==> src/rtl/turbo_qpp_pkg.sv <==
// Shared constants, ROM field layout and FSM state encoding for the QPP turbo
// interleaver address generator.
package turbo_qpp_pkg;

  localparam int K_MAX       = 6144;
  localparam int K_MIN       = 40;
  localparam int NUM_BLK_DEF = 188;
  localparam int K_W         = 13;
  localparam int F_W         = 9;
  localparam int ROM_W       = 24;

  // Word 2b carries K, word 2b+1 carries f1 and f2.
  localparam int K_LSB  = 0;
  localparam int K_MSB  = 12;
  localparam int F1_LSB = 0;
  localparam int F1_MSB = 8;
  localparam int F2_LSB = 9;
  localparam int F2_MSB = 17;

  typedef enum logic [2:0] {
    S_IDLE,
    S_FETCH0,
    S_FETCH1,
    S_FETCH2,
    S_INIT,
    S_GEN
  } state_t;

  function automatic logic params_ok(input logic [K_W-1:0] k,
                                     input logic [F_W-1:0] f1,
                                     input logic [F_W-1:0] f2);
    return (k[2:0] == 3'd0) && (k >= K_W'(K_MIN)) && (k <= K_W'(K_MAX)) &&
           f1[0] && ({{(K_W-F_W){1'b0}}, f2} < k);
  endfunction

endpackage

==> src/rtl/turbo_qpp_mod_add.sv <==
// Combinational (a + b) mod k for operands already reduced below k, using a
// single conditional subtract.
module turbo_qpp_mod_add
  import turbo_qpp_pkg::*;
(
  input  logic [K_W-1:0] a,
  input  logic [K_W-1:0] b,
  input  logic [K_W-1:0] k,
  output logic [K_W-1:0] sum
);

  logic [K_W:0]   raw;
  logic [K_W-1:0] diff;

  assign raw  = {1'b0, a} + {1'b0, b};
  assign diff = K_W'(raw - {1'b0, k});
  assign sum  = (raw >= {1'b0, k}) ? diff : raw[K_W-1:0];

endmodule

==> src/rtl/turbo_qpp_addr_gen.sv <==
// QPP interleaver address generator: fetches K/f1/f2 from a parameter ROM and
// streams pi(i) recursively. Optional macro TURBO_QPP_PARAM_CHECK_EN validates parameters.
module turbo_qpp_addr_gen
  import turbo_qpp_pkg::*;
#(
  parameter int NUM_BLK       = NUM_BLK_DEF,
  parameter int ROM_ADDR_BITS = 10
) (
  input  logic                     clk,
  input  logic                     rst_n,
  input  logic                     start,
  input  logic [7:0]               blk_idx,
  output logic                     busy,
  output logic                     err,
  output logic [ROM_ADDR_BITS-1:0] rom_addr,
  input  logic [ROM_W-1:0]         rom_data,
  output logic [K_W-1:0]           k_out,
  output logic                     addr_valid,
  input  logic                     addr_ready,
  output logic [K_W-1:0]           lin_addr,
  output logic [K_W-1:0]           int_addr,
  output logic                     last
);

  state_t         state;
  logic [7:0]     blk;
  logic [F_W-1:0] f1_reg;
  logic [F_W-1:0] f2_reg;
  logic [K_W-1:0] g_reg;
  logic [K_W-1:0] d_reg;

  logic [K_W-1:0] f1_ext;
  logic [K_W-1:0] f2_ext;
  logic [K_W-1:0] g_a;
  logic [K_W-1:0] g_b;
  logic [K_W-1:0] pi_sum;
  logic [K_W-1:0] g_sum;
  logic [K_W-1:0] d_sum;
  logic [K_W-1:0] lin_next;
  logic           params_pass;
  logic           rom_unused;

  assign f1_ext   = {{(K_W-F_W){1'b0}}, f1_reg};
  assign f2_ext   = {{(K_W-F_W){1'b0}}, f2_reg};
  assign lin_next = lin_addr + K_W'(1);
  assign rom_unused = ^rom_data[ROM_W-1:F2_MSB+1];

  // The g adder seeds g = f1+f2 in INIT and steps g += d in GEN.
  assign g_a = (state == S_INIT) ? f1_ext : g_reg;
  assign g_b = (state == S_INIT) ? f2_ext : d_reg;

  turbo_qpp_mod_add u_add_pi (.a(int_addr), .b(g_reg),  .k(k_out), .sum(pi_sum));
  turbo_qpp_mod_add u_add_g  (.a(g_a),      .b(g_b),    .k(k_out), .sum(g_sum));
  turbo_qpp_mod_add u_add_d  (.a(f2_ext),   .b(f2_ext), .k(k_out), .sum(d_sum));

`ifdef TURBO_QPP_PARAM_CHECK_EN
  assign params_pass = params_ok(k_out, f1_reg, f2_reg);
`else
  assign params_pass = 1'b1;
`endif

  // NOTE: all state uses non-blocking assignments so every register reads pre-edge values.
  always_ff @(posedge clk or negedge rst_n) begin
    if (!rst_n) begin
      state      <= S_IDLE;
      blk        <= '0;
      f1_reg     <= '0;
      f2_reg     <= '0;
      g_reg      <= '0;
      d_reg      <= '0;
      busy       <= 1'b0;
      err        <= 1'b0;
      rom_addr   <= '0;
      k_out      <= '0;
      addr_valid <= 1'b0;
      lin_addr   <= '0;
      int_addr   <= '0;
      last       <= 1'b0;
    end else begin
      err <= 1'b0;
      case (state)
        S_IDLE: begin
          if (start) begin
            if (int'(blk_idx) < NUM_BLK) begin
              blk      <= blk_idx;
              rom_addr <= ROM_ADDR_BITS'({blk_idx, 1'b0});
              busy     <= 1'b1;
              state    <= S_FETCH0;
            end else begin
              err <= 1'b1;
            end
          end
        end
        S_FETCH0: begin
          rom_addr <= ROM_ADDR_BITS'({blk, 1'b1});
          state    <= S_FETCH1;
        end
        S_FETCH1: begin
          k_out <= rom_data[K_MSB:K_LSB];
          state <= S_FETCH2;
        end
        S_FETCH2: begin
          f1_reg <= rom_data[F1_MSB:F1_LSB];
          f2_reg <= rom_data[F2_MSB:F2_LSB];
          state  <= S_INIT;
        end
        S_INIT: begin
          if (!params_pass) begin
            err   <= 1'b1;
            busy  <= 1'b0;
            state <= S_IDLE;
          end else begin
            lin_addr   <= '0;
            int_addr   <= '0;
            g_reg      <= g_sum;
            d_reg      <= d_sum;
            last       <= (k_out == K_W'(1));
            addr_valid <= 1'b1;
            state      <= S_GEN;
          end
        end
        S_GEN: begin
          if (addr_valid && addr_ready) begin
            if (last) begin
              addr_valid <= 1'b0;
              last       <= 1'b0;
              busy       <= 1'b0;
              state      <= S_IDLE;
            end else begin
              lin_addr <= lin_next;
              int_addr <= pi_sum;
              g_reg    <= g_sum;
              last     <= (lin_next == k_out - K_W'(1));
            end
          end
        end
        default: begin
          addr_valid <= 1'b0;
          busy       <= 1'b0;
          state      <= S_IDLE;
        end
      endcase
    end
  end

endmodule

==> config.mk <==
export PLATFORM = sky130hd
export DESIGN_NAME = turbo_qpp_addr_gen
export DESIGN_NICKNAME = d
export VERILOG_FILES = /design/src/rtl/turbo_qpp_pkg.sv /design/src/rtl/turbo_qpp_mod_add.sv /design/src/rtl/turbo_qpp_addr_gen.sv
export SDC_FILE = /design/constraint.sdc
export NUM_CORES = 1
export LEC_CHECK = 0
export BUFFER_PORTS_ARGS = -buffer_cell sky130_fd_sc_hd__buf_2
export CAP_MARGIN = 20
export CORE_UTILIZATION = 30
export CTS_CLUSTER_SIZE = 10
export DETAILED_ROUTE_END_ITERATION = 16
export GPL_ROUTABILITY_DRIVEN = 0
export GPL_TIMING_DRIVEN = 1
export PLACE_DENSITY_LB_ADDON = 0.08
export SLEW_MARGIN = 10
export SYNTH_ARGS = -nofsm -noshare
export SYNTH_HDL_FRONTEND = slang
export SYNTH_SLANG_ARGS = --single-unit
export TNS_END_PERCENT = 1
==> constraint.sdc <==
create_clock -name clk -period 8.7 [get_ports clk]
set_input_delay 1.74 -clock clk [delete_from_list [all_inputs] [get_ports clk]]
set_output_delay 1.74 -clock clk [all_outputs]
set_load 0.02 [all_outputs]
### After elaboration in Yosys (flattened, before gate mapping)

Index checks and enable logic that the tools add are counted.

| operators by class | value |
|---|---|
| add/subtract/negate cells | 8 |
| $lt $le $gt $ge | 4 |
| equal/unequal tests | 12 |
| multiplexer cells | 34 |
| bitwise gates (word level) | 2 |
| reductions and logical operators | 13 |

Operator list:

| operator | number |
|---|---|
| 13-bit 2-to-1 mux | 11 |
| 13-bit case mux with 2 select lines | 3 |
| 14-bit by 13-bit >= comparator with 1-bit output | 3 |
| 13-bit subtractor | 3 |
| 13-bit by 13-bit adder with 14-bit output | 2 |
| 10-bit 2-to-1 mux | 2 |
| 10-bit case mux with 2 select lines | 1 |
| 3-bit case mux with 6 select lines | 1 |
| 13-bit by 1-bit adder with 13-bit output, second input constant | 1 |
| 13-bit by 1-bit == test with 1-bit output, second input constant | 1 |
| 13-bit == test | 1 |
| 13-bit by 1-bit subtractor with 13-bit output, second input constant | 1 |
| 3-bit 2-to-1 mux | 4 |
| 3-bit AND reduction | 4 |
| 9-bit by 9-bit adder with 10-bit output | 1 |
| 2-bit inequality test, second input constant | 5 |
| 1-bit 2-to-1 mux | 9 |
| 8-bit < comparator, second input constant | 1 |
| 4-bit OR reduction | 2 |
| 3-bit by 2-bit == test with 1-bit output, second input constant | 2 |
| 3-bit == test, second input constant | 2 |
| 1-bit case mux with 3 select lines | 2 |
| 5-bit AND reduction | 1 |
| 4-bit AND reduction | 1 |
| 7 further kinds | 9 |

| storage, ports and cells | value |
|---|---|
| bits in registers | 108 |
| logic and storage cells | 87 |

### Longest topological paths before layout

| logic depth | value |
|---|---|
| depth after elaboration | 8 |
| gate-level depth with buffers | 24 |
| gate-level depth less buffers | 20 |

### Cells and area by module

Synthesis repeated with hierarchy kept, for this count alone.

| second synthesis, totals | value |
|---|---|
| cell total of the unflattened synthesis | 1074 |
| area, all modules | 9476.6 µm² |

By module, submodules not included:

| module | times used | cells an instance | area an instance (µm²) | seq. area each (µm²) |
|---|---|---|---|---|
| turbo_qpp_addr_gen | 1 | 502 | 5188.7 | 2677.6 |
| turbo_qpp_mod_add at u_add_d ... | 2 | 191 | 1428.9 | 0.0 |
| turbo_qpp_mod_add at u_add_pi | 1 | 190 | 1430.1 | 0.0 |

### Worst setup path before layout

No wires, ideal clock.

| path | value |
|---|---|
| kind | reg-to-reg |
| start point | register state[1] |
| end point | register g_reg[3] |
| arrival | 4.428 ns |
| setup slack | 4.140 ns |
| cell stages (with the launch flop) | 25 |
| buffers on the path | 4 |
| clock period less this slack | 4.560 ns |
| path through | dfrtp_1 clkbuf_1 nor2_1 nand2_1 clkbuf_1 clkbuf_1 nand2_1 nand2_1 ha_1 inv_1 fa_1 nor2b_1 o2111ai_1 nand3_1 nand2_1 o21a_1 or3_1 ha_1 a211o_1 a211oi_1 a2bb2oi_2 a31oi_4 buf_8 mux2i_1 o21ai_1 |

| between the ends | value |
|---|---|
| longest elaborated chain between the ends | 8 |

RTL lines:

| element | line | RTL |
|---|---|---|
| start, declared | turbo_qpp_addr_gen.sv:25 | `state_t state;` |
| start signal, assigned | turbo_qpp_addr_gen.sv:65 | `state <= S_IDLE;` |
| start signal, assigned | turbo_qpp_addr_gen.sv:88 | `state <= S_FETCH0;` |
| start signal, assigned | turbo_qpp_addr_gen.sv:96 | `state <= S_FETCH1;` |
| 3-bit == test | turbo_qpp_addr_gen.sv:49, turbo_qpp_addr_gen.sv:50, turbo_qpp_addr_gen.sv:81 |  |
| 13-bit 2-to-1 mux (on tied branches) | turbo_qpp_addr_gen.sv:49, turbo_qpp_addr_gen.sv:50 |  |
| 13-bit by 13-bit adder with 14-bit output | turbo_qpp_mod_add.sv:15 | `assign raw = {1'b0, a} + {1'b0, b};` |
| 13-bit subtractor or 14-bit by 13-bit >= comparator with 1-bit output (tied branches) | turbo_qpp_mod_add.sv:16, turbo_qpp_mod_add.sv:17 |  |
| 13-bit 2-to-1 mux | turbo_qpp_mod_add.sv:17 | `assign sum = (raw >= {1'b0, k}) ? diff : raw[K_W-1:0];` |
| 13-bit 2-to-1 mux | turbo_qpp_addr_gen.sv:124 | `if (last) begin` |
| 13-bit 2-to-1 mux | turbo_qpp_addr_gen.sv:123 | `if (addr_valid && addr_ready) begin` |
| 13-bit case mux with 2 select lines | turbo_qpp_addr_gen.sv:81 | `case (state)` |
| end signal, assigned | turbo_qpp_addr_gen.sv:115 | `g_reg <= g_sum;` |
| end signal, assigned | turbo_qpp_addr_gen.sv:132 | `g_reg <= g_sum;` |
| end, declared | turbo_qpp_addr_gen.sv:29 | `logic [K_W-1:0] g_reg;` |

Parallel ways exist; a longest one is shown, timed or not. The select of a mux whose other input is x is not followed.
A chain may end at the register's enable or synchronous reset.

### Final worst setup path

| path | value |
|---|---|
| start point | register state[0] |
| end point | register g_reg[12] |

The elaborated chain is that of the path after synthesis.

==> flow_summary.toml <==
[critical_path]
worstSetupPathType = "flop to flop"
start_kind = "flop"
cp.arrival_ns = 5.84
worstPathRequired_ns = 8.93
reg2reg_depth = 21
cp_max_fo = 28
crit_path_end_kind = "flop"

[logic_synthesis]
synthTopCellsByCount = "nand2_1, dfrtp_1, o21ai_0, ha_1, nor2_1"
synth_edf_count = 0
ys_warn_count = 0
synth_seq_cells = 107
synth.yosys.seq_area_share_pct = 32.7
avgSynthCellArea_sq_um = 8.76
synthFlopType = "dfrtp_1"
async_flop_share_pct = 100
syn_nets = 1040
synth_area_leader_cell = "dfrtp_1"
synth_top_cell_area_share_pct = 32.7
synthesis.instances = 934
synth.area.top_cells = "dfrtp_1, ha_1, nand2_1"
yosysMostFrequentCell = "nand2_1"
synth_cell_types = 71
synth_area_sq_um = 8190

[clocking]
clk_latency_ns = 0.37
cts-resized-gates = 0
htree_levels = 3
cts_tree = "done"
clock-root-buffer = "clkbuf_16"
cts_buffers = 9
postCtsSetupBuffers = 0
clockBufferDepth = 2
postCtsHoldBufs = 0
cts.sinks = 107
clkTransAtPathRegs_ns = 0.09

[place]
dpl_cell_area_sq_um = 8900
hpwl_mm = 18.7
io_buffers = 81

[global_route]
grt.met2_usage_pct = 29.3
gr-usage-all-layers_pct = 18.2
busiest_layer = "met2"
grt_first_pass_wirelength_mm = 39.2
grt_max_degree = 67
grt_pass1_vias = 6822
antenna_found_initial = 1
grt_util_met3_pct = 2.95
overflow = 0
gr-usage-met1_pct = 25.2

[sta]
grt_setup_unrepaired = "no"
fin_worst_skew_ns = 0.0111
slew_headroom_pct = 30.0
fin_setup_tns_ns = 0
finalMaxSlewViolations = 0
final_hold_viol_count = 0
timing.final.crit_share_pct = 64.5
period_needed_ns = 5.61
setup_violations = 0
worst_slew_pin_slew_ns = 1.05
timing.fmax_mhz = 178

[final_layout]
num-fill-cells = 2856
drive_gt1_share_pct = 15.2
fin_nets = 1107
synthToLayoutAreaGrowth_pct = 13.1
design_area_sq_um = 9260
fin_util_pct = 34.4

[worst_hold_path]
hold_class = "flop to flop"
whs_path_depth = 2

[run_status]
status = "complete, no violations"

[route]
vias = 6955
drt_pass1_iterations = 4
antenna_left = 0
drc_errors = 0
avgViaCountPerCell = 5.16
drtIter0Drc = 406
totalWireLength_mm = 24.7
wire_per_inst_um = 18.3

[pwr]
worst_ir_drop_vdd_mv = 0.0769
power.density_nw_per_um2 = 134
p_leak_nw = 4.40

[die]
die_area_sq_um = 27900
coreArea_sq_um = 26900
initial_utilization_pct = 30.5
num_rows = 60
die_height_um = 167
pin_count = 89
die_w_um = 167

[run]
maxCapViolations = 0
==> critical path, stage by stage (launching register included) <==
cell	delay, ns
dfrtp_1	0.55
nor2_1	0.11
nand2_1	0.43
buf_4	0.40
nand2_1	0.11
o21ai_0	0.12
ha_1	0.25
inv_1	0.06
fa_1	0.39
nor2b_1	0.18
o2111ai_1	0.16
nand3_1	0.16
nand2_1	0.15
o21a_1	0.23
or3_1	0.37
ha_1	0.19
a211o_1	0.26
a211oi_1	0.25
a2bb2oi_2	0.12
a31oi_4	0.53
nor4b_1	0.31
o41ai_1	0.12
==> final cells by class <==
class | count | area, sq um | share of cell area, %
clock buffer | 9 | 225 | 2.43
multi-input combinational | 759 | 5210 | 56.3
clock inverter | 7 | 103 | 1.11
inverter | 34 | 128 | 1.38
antenna | 1 | 2.50 | 0.0270
timing repair buffer | 90 | 483 | 5.22
tap | 341 | 427 | 4.61
sequential | 107 | 2680 | 28.9
==> cell families (layout without fill, tap and decap cells) <==
| logic type | count (synthesis) | after routing | synth area share [%] |
|---|---|---|---|
| DFF | 107 | 107 | 32.7 |
| other | 1 | 2 | 0.0458 |
| buffers and inverters | 68 | 140 | 3.73 |
| and+or+nand+nor | 327 | 327 | 18.5 |
| xor gates and xnor gates | 72 | 72 | 7.70 |
| muxes | 62 | 62 | 8.09 |
| AOI/OAI and AO/OA | 227 | 227 | 18.1 |
| adders and majority gates | 70 | 70 | 11.2 |
==> cells in the final DEF (no fill, tap or decap), drive strengths merged, types with 3 or more instances in the layout <==
| cell | count |
|---|---|
| or3 | 6 |
| dfrtp | 107 |
| a22o | 4 |
| a2111oi | 4 |
| nor4 | 8 |
| fa | 5 |
| nand3 | 27 |
| nand2b | 8 |
| xor2 | 19 |
| o21bai | 3 |
| a211o | 3 |
| nand4 | 9 |
| inv | 38 |
| o211ai | 5 |
| o31ai | 11 |
| a31oi | 8 |
| nor3b | 5 |
| and2 | 11 |
| mux2 | 30 |
| o21a | 14 |
| a21o | 16 |
| clkbuf | 9 |
| o41ai | 5 |
| a21oi | 30 |
| nor3 | 22 |
| o21ai | 94 |
| nor2 | 60 |
| ha | 65 |
| and3 | 8 |
| a211oi | 8 |
| mux2i | 32 |
| xnor2 | 53 |
| nand2 | 148 |
| buf | 90 |
| or4 | 3 |
| nor2b | 9 |
| a21boi | 4 |
==> report_power, final <==
part,total (W),switching (W),internal (W),leakage [nW]
clock network,0.000461,0.000226,0.000235,0.160
registers,0.000541,0.0000234,0.000517,1.31
logic,0.000240,0.000147,0.0000936,2.92
total,0.00124,0.000396,0.000846,4.40
==> metrics by stage <==
stage	power [W]	hold WS, ns	worst slack, ns	std cells
after global placement	0.000790	0.453	3.07	1329
final	0.00124	0.474	3.09	1348
after global routing	0.00131	0.495	2.63	1347
after floorplan	0.000713	0.437	4.14	934
after detailed placement	0.000791	0.461	3.09	1329
after CTS	0.00127	0.481	3.05	1345
==> path summary, 6_finish.rpt <==
check,startpoint,end,slack (ns)
min,d_reg[0],d_reg[0],0.47
max in group asynchronous,rst_n,d_reg[9],6.07
min reg2reg,d_reg[0],d_reg[0],0.47
max reg2reg,state[0],g_reg[12],3.09
min in group asynchronous,rst_n,lin_addr[6],1.50
max,state[0],g_reg[12],3.09
==> layer usage <==
layer	part of all wire (%)	up-vias
met3	3.3	21
met5	0	-
li1	-	3476
met4	1.6	0
met1	49	3344
met2	46	114
No activity file was read; power rests on OpenSTA's default activity.
